**config.mk**
```make
export PLATFORM = sky130hd
export DESIGN_NAME = edge_event_unit
export DESIGN_NICKNAME = d
export VERILOG_FILES = /design/src/rtl/edge_event_unit.sv
export SDC_FILE = /design/constraint.sdc
export NUM_CORES = 1
export LEC_CHECK = 0
export BUFFER_PORTS_ARGS = -buffer_cell sky130_fd_sc_hd__buf_2
export CAP_MARGIN = 20
export CORE_ASPECT_RATIO = 1.1
export CORE_MARGIN = 2
export CORE_UTILIZATION = 50
export DETAILED_ROUTE_END_ITERATION = 7
export PLACE_DENSITY = 0.75
export RECOVER_POWER = 100
export SLEW_MARGIN = 20
export SYNTH_ARGS = -nofsm -noshare
export SYNTH_HDL_FRONTEND = slang
export SYNTH_SLANG_ARGS = --single-unit
```
**constraint.sdc**
```tcl
create_clock -name clk -period 3.45 [get_ports clk]
set_input_delay 0.69 -clock clk [delete_from_list [all_inputs] [get_ports clk]]
set_output_delay 0.69 -clock clk [all_outputs]
set_load 0.03 [all_outputs]
```
**src/rtl/edge_event_unit.sv**
```systemverilog
// Multi-channel edge event unit: input synchroniser, debounce filter, edge pulses
// and sticky write-1-to-clear pending flags feeding a single interrupt line.
module edge_event_unit #(
    parameter int N_CH        = 8,
    parameter int SYNC_STAGES = 2,
    parameter int DBNC_W      = 4
) (
    input  logic                clk,
    input  logic                rst,
    input  logic [N_CH-1:0]     in_sig,
    input  logic [2*N_CH-1:0]   mode,
    input  logic [DBNC_W-1:0]   dbnc,
    input  logic [N_CH-1:0]     clr_pend,
    output logic [N_CH-1:0]     level,
    output logic [N_CH-1:0]     rise_pulse,
    output logic [N_CH-1:0]     fall_pulse,
    output logic [N_CH-1:0]     pend,
    output logic                irq
);

    logic [N_CH-1:0]   s;
    logic [N_CH-1:0]   commit;
    logic [N_CH-1:0]   rise_en;
    logic [N_CH-1:0]   fall_en;
    logic [N_CH-1:0]   set_pend;
    logic [DBNC_W-1:0] cnt [N_CH];

    generate
        if (SYNC_STAGES == 0) begin : g_nosync
            assign s = in_sig;
        end else begin : g_sync
            logic [N_CH-1:0] sync_q [SYNC_STAGES];

            always_ff @(posedge clk or posedge rst) begin
                if (rst) begin
                    for (int k = 0; k < SYNC_STAGES; k++) sync_q[k] <= '0;
                end else begin
                    sync_q[0] <= in_sig;
                    for (int k = 1; k < SYNC_STAGES; k++) sync_q[k] <= sync_q[k-1];
                end
            end

            assign s = sync_q[SYNC_STAGES-1];
        end
    endgenerate

    // A change commits once it has been seen on dbnc+1 consecutive edges; dbnc is read live.
    always_comb begin
        commit  = '0;
        rise_en = '0;
        fall_en = '0;
        for (int i = 0; i < N_CH; i++) begin
            commit[i]  = (s[i] != level[i]) && (cnt[i] >= dbnc);
            rise_en[i] = mode[2*i];
            fall_en[i] = mode[2*i+1];
        end
    end

    assign set_pend = commit & ((s & rise_en) | (~s & fall_en));

    always_ff @(posedge clk or posedge rst) begin
        if (rst) begin
            for (int i = 0; i < N_CH; i++) cnt[i] <= '0;
            level      <= '0;
            rise_pulse <= '0;
            fall_pulse <= '0;
            pend       <= '0;
        end else begin
            for (int i = 0; i < N_CH; i++) begin
                if (s[i] == level[i] || commit[i]) cnt[i] <= '0;
                else                               cnt[i] <= cnt[i] + DBNC_W'(1);
            end
            level      <= level ^ commit;
            rise_pulse <= commit & s;
            fall_pulse <= commit & ~s;
            // A new event in the same cycle as its clear strobe must not be lost.
            pend       <= set_pend | (pend & ~clr_pend);
        end
    end

    assign irq = |pend;

endmodule

```
==> summary.md <==
| Metric | Value |
|---|---|
| Outcome | complete, but fails checks |
| Failing checks | capacitance limit, slew limit |
| Worst-margin pin slew | 1.53 ns |
| Final setup vio count | 0 |
| Worst slew margin | -2.17% |
| Mapped Cells | 325 |
| Setup_tns | 0 ns |
| Tcrit/Tclk final | 72.1% |
| # hold bufs at CTS | 0 |
| Final Skew | 0.00735 ns |
| Unrepaired setup endpoints after global routing | no |
| P_leak | 2.16 nW |
| Nets | 486 |
| Root Buffer | clkbuf_8 |
| CTS Buffer Depth | 2 |
| Post-cts sizing count | 0 |
| Area after DPL | 4390 sq um |
| Finished Core Util | 58.0% |
| CP Max Fanout | 3 |
| Vias/cell | 5.07 |
| Total of warnings raised by yosys | 0 |
| Switching portion of total power | 36.4% |
| Most common cell after layout, fill and taps aside | dfrtp_1 |
| Internal power | 1.86 mW |
| Starting Density | 51.7% |
| Crit path launch | pend[2]$_DFF_PP0_ |
| Die Span X | 88.1 microns |
| Peak VDD IR | 0.372 mV |
| Flop pwr share | 44.7% |
| Area Growth Syn to Fin | 12.2% |
| DR pass1 iterations | 4 |
| DIE AREA | 8500 sq um |
| DR vias | 2617 |
| Critical R2R Capture | cnt[25]$_DFF_PP0_ |
| DP Wirelength | 4900 microns |
| # diodes | 0 |
| Initial antenna violation count | 0 |
| Worst-skew pair later-pin latency | 0.35 ns |
| Distinct cells, synth | 23 |
| Final wirelength | 6610 microns |
| TritonCTS clock tree | yes |
| Starting DRT DRC Count | 82 |
| Vias in the first global route | 2593 |
| Synth Register Bits | 80 |
| Average size of a mapped cell | 12.0 sq um |
| Layout cells sized above 1 | 15.6% |
| CP Data Arrival Time | 1.80 ns |
| R2r setup slk | 1.34 ns |
| Critical path launch point type | flip-flop |
| HP Class | input pin to async pin |
| Final Slew Violations | 31 |
| # IOs | 71 |
| Fin. Hold Viols | 0 |
| Crit path capture type | output port |
| CTS HTree Levels | 3 |
| Synth Cell Area | 3890 sq um |
| Gate power share | 32.0% |
| # Max-Cap Violations | 1 |
| Setup CP Type | flip-flop to output port |
| Max Fclk | 0.402 GHz |
| Worst Reg2Reg Path Length in Cells | 6 |
| GP Congestion | 0.800 |
| Psw | 1.06 mW |
| First-pass GRT wire length | 11400 microns |
| Clk sink count | 80 |
| Seq/Total Area, Yosys | 51.5% |
| # Post-CTS Setup Buffers | 0 |
| Clk slew on worst S/H paths | 0.07 ns |
| Post-route ant nets | 0 |
| Total grt overflow | 0 |
| Row Count | 33 |
| Worst r2r src | cnt[24]$_DFF_PP0_ |
| Critical path data required time | 2.76 ns |
| Global Route Usage Sum | 17.5% |
| WL/cell | 12.8 microns |
| Die Y | 96.5 microns |
| Syn nets | 403 |
| DRC errors left | 0 |
| Pwr dens | 670 nW/um^2 |
| Fin crit period | 2.49 ns |
| IO buf count | 70 |
| Most frequent cells in the layout | dfrtp_1 (80), ha_1 (40), nor2_1 (39) |
| Largest net degree at the start of global routing | 48 |
| CTS Buf Count | 9 |
| Core area | 7510 sq um |
| Final Cell Area | 4360 sq um |
| Clock Power Share | 23.3% |
## flip-flops by register name, indices dropped and copies added (netlist names), named ones only
register and cells:
cnt 32, fall_pulse 8, g_sync.sync_q 8, pend 8
rise_pulse 8, s 8
## worst max-delay path, cell delays in order (launching register included)
cell,delay (ns)
dfrtp_1,0.40
nor4_1,0.68
nand2_1,0.12
clkbuf_1,0.25
## area by class of cell
class                   count  area [sq um]
well taps                 105           131
inverters                  28           106
clock inverters             3          42.5
repair buffers             72           318
fillers                   712          3150
multi-input cells         217          1610
clock buffers              11           151
flip-flops and latches     80          2000
## cells by family after synthesis
kind of cell	count (synthesis)	synth area share, %
AO/OA/AOI/OAI	54	12.6
XOR/XNOR	24	5.41
adder cells (fa/ha/maj)	40	12.9
buffers and inverters	28	2.70
flip-flops	80	51.5
multiplexers	1	0.386
AND/OR/NAND/NOR	98	14.5
## synthesized netlist by cell type (all sizes together)
master	count	area share (%)
a2111oi	8	5.7
mux2	1	0.39
nor2	39	3.8
xor2	16	3.6
ha	40	13
nor4	2	0.32
o21a	8	1.5
nor3b	9	1.7
nand2b	8	2.8
nor3	8	1.0
nand2	8	0.77
o22ai	8	1.3
dfrtp	80	51
or2	8	1.7
and3	8	1.3
xnor2	8	1.8
nand3	8	1.0
o21ai	22	2.8
inv	28	2.7
a31oi	8	1.3
## power groups by stage
| stage | registers, mW | clock network (mW) | logic (mW) |
|---|---|---|---|
| floorplan | 1.43 | 0 | 0.753 |
| global route | 1.34 | 0.739 | 1.07 |
| finish | 1.31 | 0.681 | 0.935 |
| CTS | 1.30 | 0.704 | 1.15 |
| detailed placement | 1.32 | 0 | 1.14 |
| global placement | 1.31 | 0 | 1.11 |
## worst max-delay path by stage
stage,endpoint,cells past startpoint
floorplan,async pin,1
global route,irq,3
CTS,irq,3
detailed placement,flip-flop,6
finish,irq,3
global placement,flip-flop,6
## stage by stage
step	setup slack, ns	hold slack [ns]	total power, mW	cells
final	0.964	0.222	2.92	516
after global routing	0.919	0.217	3.15	516
after CTS	1.03	0.164	3.15	516
after detailed placement	1.11	0.336	2.46	502
after global placement	1.13	0.332	2.42	502
after floorplan	0.708	0.331	2.18	325
## routing by layer
layer  part of all wire, %  global-route usage [%]  vias to the layer above  routed length [microns]
met5                     0                       0                        -                        0
met4                   2.0                    7.58                        0                      131
met3                   4.8                    4.33                       11                      319
met2                    46                    28.6                       63                     3060
met1                    47                    22.3                     1255                     3090
li1                      -                       -                     1288                        -
(Power assumes the default switching activity.)
